`src/rtl/avmm_cmd_master.sv`:
```
`default_nettype none
// ============================================================================
//  Module      : avmm_cmd_master
//  Description : Pops command packets from the host control FIFO, runs the
//                requested single-beat read/write transfers on an Avalon-MM
//                master port and pushes read data plus one status word per
//                command into the response FIFO.
//  Revision    : 1.0 - initial release
// ============================================================================
module avmm_cmd_master #(
  parameter int ADDR_INC    = 4,
  parameter int TIMEOUT_CYC = 1024
) (
  input  logic        clk,
  input  logic        reset,
  input  logic [31:0] cmd_d,
  input  logic        cmd_rdempty,
  output logic        cmd_rd,
  output logic [31:0] rsp_d,
  output logic        rsp_wr,
  input  logic        rsp_wrfull,
  output logic [31:0] avm_address,
  output logic        avm_read,
  input  logic [31:0] avm_readdata,
  output logic        avm_write,
  output logic [31:0] avm_writedata,
  input  logic        avm_waitrequest,
  output logic        busy
);

  localparam int          TW        = $clog2(TIMEOUT_CYC + 1);
  localparam logic [TW-1:0] TO_LAST = TW'(TIMEOUT_CYC - 1);
  localparam logic [31:0] ADDR_STEP = 32'(ADDR_INC);

  localparam logic [3:0] OP_NOP   = 4'h0;
  localparam logic [3:0] OP_WRITE = 4'h1;
  localparam logic [3:0] OP_READ  = 4'h2;

  localparam logic [3:0] CODE_OK      = 4'h0;
  localparam logic [3:0] CODE_ILLEGAL = 4'h1;
  localparam logic [3:0] CODE_TIMEOUT = 4'h2;

  typedef enum logic [3:0] {
    S_IDLE   = 4'd0,
    S_HDR_W  = 4'd1,
    S_ADR_RQ = 4'd2,
    S_ADR_W  = 4'd3,
    S_WD_RQ  = 4'd4,
    S_WD_W   = 4'd5,
    S_WR_BUS = 4'd6,
    S_RD_BUS = 4'd7,
    S_RD_RSP = 4'd8,
    S_STAT   = 4'd9,
    S_DR_RQ  = 4'd10,
    S_DR_W   = 4'd11
  } state_t;

  state_t          state, state_n;
  logic [3:0]      op, op_n;
  logic [3:0]      code, code_n;
  logic [7:0]      n_beats, n_beats_n;
  logic [7:0]      beats, beats_n;
  logic [7:0]      drain_left, drain_left_n;
  logic [TW-1:0]   tcnt, tcnt_n;
  logic [31:0]     addr_q, addr_n;
  logic [31:0]     wdata_q, wdata_n;
  logic [31:0]     rdata_q, rdata_n;
  logic            cmd_rd_c, rsp_wr_c;
  logic [7:0]      beats_inc;
  logic [7:0]      words_left;

  assign beats_inc  = beats + 8'd1;
  // Data words still queued in the command FIFO when the current write beat aborts.
  assign words_left = n_beats - beats_inc;

  // State and datapath registers; reset returns everything to an idle, zeroed master.
  always_ff @(posedge clk) begin
    if (reset) begin
      state      <= S_IDLE;
      op         <= 4'h0;
      code       <= 4'h0;
      n_beats    <= 8'h0;
      beats      <= 8'h0;
      drain_left <= 8'h0;
      tcnt       <= '0;
      addr_q     <= 32'h0;
      wdata_q    <= 32'h0;
      rdata_q    <= 32'h0;
    end else begin
      state      <= state_n;
      op         <= op_n;
      code       <= code_n;
      n_beats    <= n_beats_n;
      beats      <= beats_n;
      drain_left <= drain_left_n;
      tcnt       <= tcnt_n;
      addr_q     <= addr_n;
      wdata_q    <= wdata_n;
      rdata_q    <= rdata_n;
    end
  end

  // Next-state, datapath updates and bus/FIFO strobes.
  always_comb begin
    state_n      = state;
    op_n         = op;
    code_n       = code;
    n_beats_n    = n_beats;
    beats_n      = beats;
    drain_left_n = drain_left;
    tcnt_n       = tcnt;
    addr_n       = addr_q;
    wdata_n      = wdata_q;
    rdata_n      = rdata_q;
    cmd_rd_c     = 1'b0;
    rsp_wr_c     = 1'b0;
    avm_read     = 1'b0;
    avm_write    = 1'b0;

    case (state)
      S_IDLE: begin
        if (!cmd_rdempty) begin
          cmd_rd_c = 1'b1;
          state_n  = S_HDR_W;
        end
      end

      S_HDR_W: begin
        op_n      = cmd_d[31:28];
        n_beats_n = cmd_d[7:0];
        beats_n   = 8'h0;
        code_n    = CODE_OK;
        tcnt_n    = '0;
        case (cmd_d[31:28])
          OP_NOP:            state_n = S_STAT;
          OP_WRITE, OP_READ: state_n = S_ADR_RQ;
          default: begin
            // Unknown op: stop here so no further packet words are consumed.
            code_n  = CODE_ILLEGAL;
            state_n = S_STAT;
          end
        endcase
      end

      S_ADR_RQ: begin
        if (!cmd_rdempty) begin
          cmd_rd_c = 1'b1;
          state_n  = S_ADR_W;
        end
      end

      S_ADR_W: begin
        addr_n = cmd_d;
        if (n_beats == 8'h0)   state_n = S_STAT;
        else if (op == OP_READ) state_n = S_RD_BUS;
        else                    state_n = S_WD_RQ;
      end

      S_WD_RQ: begin
        if (!cmd_rdempty) begin
          cmd_rd_c = 1'b1;
          state_n  = S_WD_W;
        end
      end

      S_WD_W: begin
        wdata_n = cmd_d;
        state_n = S_WR_BUS;
      end

      S_WR_BUS: begin
        avm_write = 1'b1;
        if (!avm_waitrequest) begin
          tcnt_n  = '0;
          beats_n = beats_inc;
          addr_n  = addr_q + ADDR_STEP;
          state_n = (beats_inc == n_beats) ? S_STAT : S_WD_RQ;
        end else if (tcnt == TO_LAST) begin
          // Aborted beat is not counted; skip over the unsent data words.
          tcnt_n       = '0;
          code_n       = CODE_TIMEOUT;
          drain_left_n = words_left;
          state_n      = (words_left == 8'h0) ? S_STAT : S_DR_RQ;
        end else begin
          tcnt_n = tcnt + 1'b1;
        end
      end

      S_RD_BUS: begin
        avm_read = 1'b1;
        if (!avm_waitrequest) begin
          tcnt_n  = '0;
          rdata_n = avm_readdata;
          state_n = S_RD_RSP;
        end else if (tcnt == TO_LAST) begin
          tcnt_n  = '0;
          code_n  = CODE_TIMEOUT;
          state_n = S_STAT;
        end else begin
          tcnt_n = tcnt + 1'b1;
        end
      end

      S_RD_RSP: begin
        // The next read is held off until this word is in the response FIFO.
        if (!rsp_wrfull) begin
          rsp_wr_c = 1'b1;
          beats_n  = beats_inc;
          addr_n   = addr_q + ADDR_STEP;
          state_n  = (beats_inc == n_beats) ? S_STAT : S_RD_BUS;
        end
      end

      S_STAT: begin
        if (!rsp_wrfull) begin
          rsp_wr_c = 1'b1;
          state_n  = S_IDLE;
        end
      end

      S_DR_RQ: begin
        if (!cmd_rdempty) begin
          cmd_rd_c = 1'b1;
          state_n  = S_DR_W;
        end
      end

      S_DR_W: begin
        drain_left_n = drain_left - 8'd1;
        state_n      = (drain_left == 8'd1) ? S_STAT : S_DR_RQ;
      end

      default: state_n = S_IDLE;
    endcase
  end

  // FIFO strobes are suppressed while reset is held so nothing is lost or duplicated.
  assign cmd_rd        = cmd_rd_c & ~reset;
  assign rsp_wr        = rsp_wr_c & ~reset;
  assign rsp_d         = (state == S_STAT) ? {op, code, 16'h0, beats} : rdata_q;
  assign avm_address   = addr_q;
  assign avm_writedata = wdata_q;
  assign busy          = (state != S_IDLE);

endmodule
`default_nettype wire

```
`config.mk`:
```
export PLATFORM = sky130hd
export DESIGN_NAME = avmm_cmd_master
export DESIGN_NICKNAME = d
export VERILOG_FILES = /design/src/rtl/avmm_cmd_master.sv
export SDC_FILE = /design/constraint.sdc
export NUM_CORES = 1
export LEC_CHECK = 0
export CAP_MARGIN = 5
export CORE_MARGIN = 5
export CORE_UTILIZATION = 50
export CTS_CLUSTER_DIAMETER = 200
export DETAILED_ROUTE_END_ITERATION = 8
export HOLD_SLACK_MARGIN = 0.03
export PLACE_DENSITY = 0.92
export SLEW_MARGIN = 15
export SYNTH_ARGS = -nofsm -noshare
export SYNTH_HDL_FRONTEND = slang
export SYNTH_SLANG_ARGS = --single-unit
```
`constraint.sdc`:
```
create_clock -name clk -period 6.7 [get_ports clk]
set_clock_uncertainty 0.05 [all_clocks]
set_input_delay 1.34 -clock clk [delete_from_list [all_inputs] [get_ports clk]]
set_output_delay 1.34 -clock clk [all_outputs]
set_load 0.01 [all_outputs]
```
---- Yosys cells after proc, flatten, opt, wreduce, memory -nomap -nowiden ----
Cells that the tools add are included.
Widths: inputs -> output; s select.
word-level totals
  register bits ........................... 143
operators by class
  muxes and demuxes ....................... 41
  bitwise operators ....................... 4
  add/sub/neg operators ................... 5
  reduce and logical (&&, ||, !) cells .... 20
  eq/ne operators ......................... 30
operators by type and width
  cell                   number
  $mux 32                3
  $pmux 32 s3            1
  $mux 4                 16
  $pmux 4 s12            1
  $add 32x3->32 const B  1
  $mux 8                 4
  $pmux 8 s3             1
  $mux 11                2
  $pmux 11 s2            1
  $ne 2x2->1 const B     9
  $eq 4x2->1 const B     4
  $eq 4x3->1 const B     4
  $eq 4x4->1 const B     4
  $logic_not 8->1        2
  $pmux 8 s2             1
  $reduce_and 3->1       4
  $add 11x1->11 const B  1
  $eq 11x10->1 const B   1
  $add 8x1->8 const B    1
  $eq 4x1->1 const B     2
  $eq 8x1->1 const B     1
  $eq 8x8->1             1
  $logic_not 4->1        2
  $pmux 4 s2             1
  16 further kinds       32

---- Longest topological paths before layout ----
  word-level depth ........................ 7
  gate-level depth with buffers ........... 11
  gate-level depth less buffers ........... 11

---- Worst setup path before layout ----
No wires, ideal clock.
  kind .................................... input to output
  from .................................... input port reset
  to ...................................... output port cmd_rd
  arrival ................................. 2.282 ns
  cell stages on the path ................. 4
  path slack .............................. 3.028 ns
  path buffers ............................ 3
  cells stage by stage .................... clkdlybuf4s15_1 > clkbuf_1 > clkbuf_1 > nor3_1
between the ends
  cells in the longest elaborated chain, start to end .. 2
RTL lines
  what                RTL line  text
  start: declaration  15        input logic reset,
  $not 1->1           238       assign cmd_rd = cmd_rd_c & ~reset;
  $and 1x1->1         238
  end: declaration    18        output logic cmd_rd,
No other way between the ends.

---- Worst setup path in the final report ----
  from .................................... register state[3]
  to ...................................... output port rsp_d[29]
between the ends
  cells in the longest elaborated chain, start to end .. 2
RTL lines
  what                      RTL line  text
  start: declaration        58        state_t state, state_n;
  start signal: assignment  90        state <= state_n;
  $eq 4x4->1                240       assign rsp_d = (state == S_STAT) ? {op, code, 16'h0, beats} : rdata_q;
  $mux 32                   240
  end: declaration          19        output logic [31:0] rsp_d,
No other way between the ends.

==> impl_metrics.ini <==
[status]
status = finished clean

[critical_path]
crit_type = reg -> out
startpoint_type = flop
required_ns = 5.31
worstPathMaxFanout = 32
worst-r2r-cell-count = 10
end_kind = primary output
arrival_ns = 2.93

[drt]
vias_per_cell = 5.88
vias = 7697
wirelength_um = 23200
drc = 0
firstDrtPassIters = 5
ant_nets = 0
drtIter0Drc = 765
wl_per_cell_um = 17.7

[cts]
clk_pin_slew_ns = 0.06
clock-sinks = 141
cts_buffers = 17
ctsRootBufferMaster = clkbuf_16
post_cts_resized = 0
cts_hold_buf = 0
clk_path_buf_depth = 2
htree_num_levels = 4
cts_tree = built
post-cts-setup-buffers = 0
clk-insertion-delay-late_ns = 0.43

[placement]
gp_congestion = 0.908
dp_hpwl_um = 15700
place_inst = 1279
place_ws_ns = 2.62
port_buffers = 169

[yosys]
seq_area_frac_synth_pct = 38.2
ys_ff_latch = 141
yosysMostFrequentCell = nand2_1
syn_inst = 984
async_reset_ff_share_pct = 0
synth-main-ff-cell = dfxtp_1
synth-edff-count = 0
yosysWarnings = 0
synth_top_area_share_pct = 38.2
synth_area_leader_cell = dfxtp_1
synth_area_um2 = 7390
synth_common_cells = 220 x nand2_1, 141 x dfxtp_1, 128 x a21oi_1
synthDistinctLibCells = 76
syn_area_per_cell_um2 = 7.51
syn-num-nets = 1064
synth_area_leaders = dfxtp_1 38%, nand2_1 11%, a21oi_1 8.7%

[final_layout]
nets = 1194
final_cells = 1309
antennaDiodeCount = 0
drive_above_1_share_pct = 6.49
syn_to_final_growth_pct = 31.9

[sta]
maxSlewHeadroom_pct = 21.0
min_period_over_period_pct = 64.4
tightestPinTransition_ns = 1.19
fin_setup_tns_ns = 0
post-route-min-period_ns = 4.32
rsz0062_at_grt = no
setup_ws_ns = 2.38
finalSetupViolCount = 0
hold_viol = 0
drv_slew = 0
clock.fmax_mhz = 232

[job]
cap_viol_max_count = 0

[die]
initial_core_util_pct = 50.8
rows = 44
die_h_um = 132
die_w_um = 132
num_io_pins = 170
coreArea_um2 = 14500
fp.dieArea_um2 = 17300

[grt]
grt_pass1_wl_um = 37100
antenna_found_initial = 0
grt_max_degree = 99
grt_pass1_vias = 7328
gr-total-overflow = 0
grtUsageTotal_pct = 25.7

[power]
power.density_nw_per_um2 = 344
vdd_drop_max_uv = 213
p_leak_nw = 3.42

[worst_hold_path]
whs_path_depth = 2
hp-class = reg -> reg
-- cells by family (layout without fill, tap and decap cells) --
family | count (synthesis) | after routing | share of synthesized area, %
AND/OR/NAND/NOR | 455 | 455 | 28.8
flip-flops | 141 | 141 | 38.2
adder cells (fa/ha/maj) | 13 | 13 | 2.25
buffers and inverters | 82 | 223 | 4.91
XOR/XNOR | 20 | 20 | 2.90
multiplexers | 20 | 20 | 2.96
AO/OA/AOI/OAI | 253 | 253 | 20.0
-- cell type report --
| cell class | count | area (um^2) |
|---|---|---|
| Fill cell | 1163 | 4790 |
| Multi-Input combinational cell | 761 | 4210 |
| Sequential cell | 141 | 2820 |
| Timing Repair Buffer | 178 | 1760 |
| Clock buffer | 20 | 457 |
| Tap cell | 184 | 230 |
| Clock inverter | 10 | 210 |
| Inverter | 15 | 56.3 |
-- power by group --
| group | internal [mW] | leakage (nW) | switching [mW] | total [mW] |
|---|---|---|---|---|
| clock network | 0.714 | 0.323 | 0.367 | 1.08 |
| logic | 0.511 | 1.95 | 0.670 | 1.18 |
| registers | 0.941 | 1.14 | 0.149 | 1.09 |
-- state kept, by name, indices dropped and copies added, names as in the netlist --
name / flops
avm_writedata: 32
avm_address: 32
state: 4
op: 4
code: 2
rdata_q: 32
tcnt: 11
beats: 8
n_beats: 8
drain_left: 8
-- metrics by stage --
| stage | cell area (um^2) | total power [mW] | util (%) | hold slack (ns) |
|---|---|---|---|---|
| final | 9750 | 3.35 | 67.1 | 0.403 |
| after floorplan | 7390 | 1.85 | - | 0.382 |
| after detailed placement | 9080 | 2.25 | 62.5 | 0.395 |
| after global routing | 9750 | 3.52 | 67.1 | 0.424 |
| after CTS | 9750 | 3.34 | 67.1 | 0.403 |
| after global placement | 9080 | 2.22 | 62.5 | 0.387 |
-- layer usage --
| metal | GRT usage, % | share of wire, % | up-vias |
|---|---|---|---|
| met5 | 0 | 0 | - |
| met4 | 11.4 | 3.9 | 0 |
| met3 | 7.91 | 8.4 | 76 |
| met2 | 44.0 | 49 | 352 |
| met1 | 29.4 | 38 | 3597 |
| li1 | - | - | 3672 |
-- layout by cell type, fill, tap and decap left out, drive strengths merged, types with 15 or more instances in the layout --
| cell type | count |
|---|---|
| mux2 | 15 |
| clkbuf | 20 |
| nand3 | 27 |
| a21oi | 129 |
| o21ai | 50 |
| nor3 | 18 |
| inv | 16 |
| dfxtp | 141 |
| nand2 | 220 |
| nor2b | 25 |
| nor2 | 80 |
| clkdlybuf4s50 | 168 |
-- worst max-delay path: stages (launching register included) --
cell and delay [ns]:
dfxtp_1 0.51, nor3b_1 0.52, and2_1 0.22, buf_4 0.35
mux2_2 0.39, clkdlybuf4s50_1 0.50
-- path summary, 6_finish.rpt --
path,slack (ns),endpoint,startpoint
max,2.38,rsp_d[29],state[3]
min,0.40,rdata_q[13],rdata_q[13]
max reg2reg,3.53,state[1],beats[0]
min reg2reg,0.40,rdata_q[13],rdata_q[13]
No activity file was read; power rests on OpenSTA's default activity.
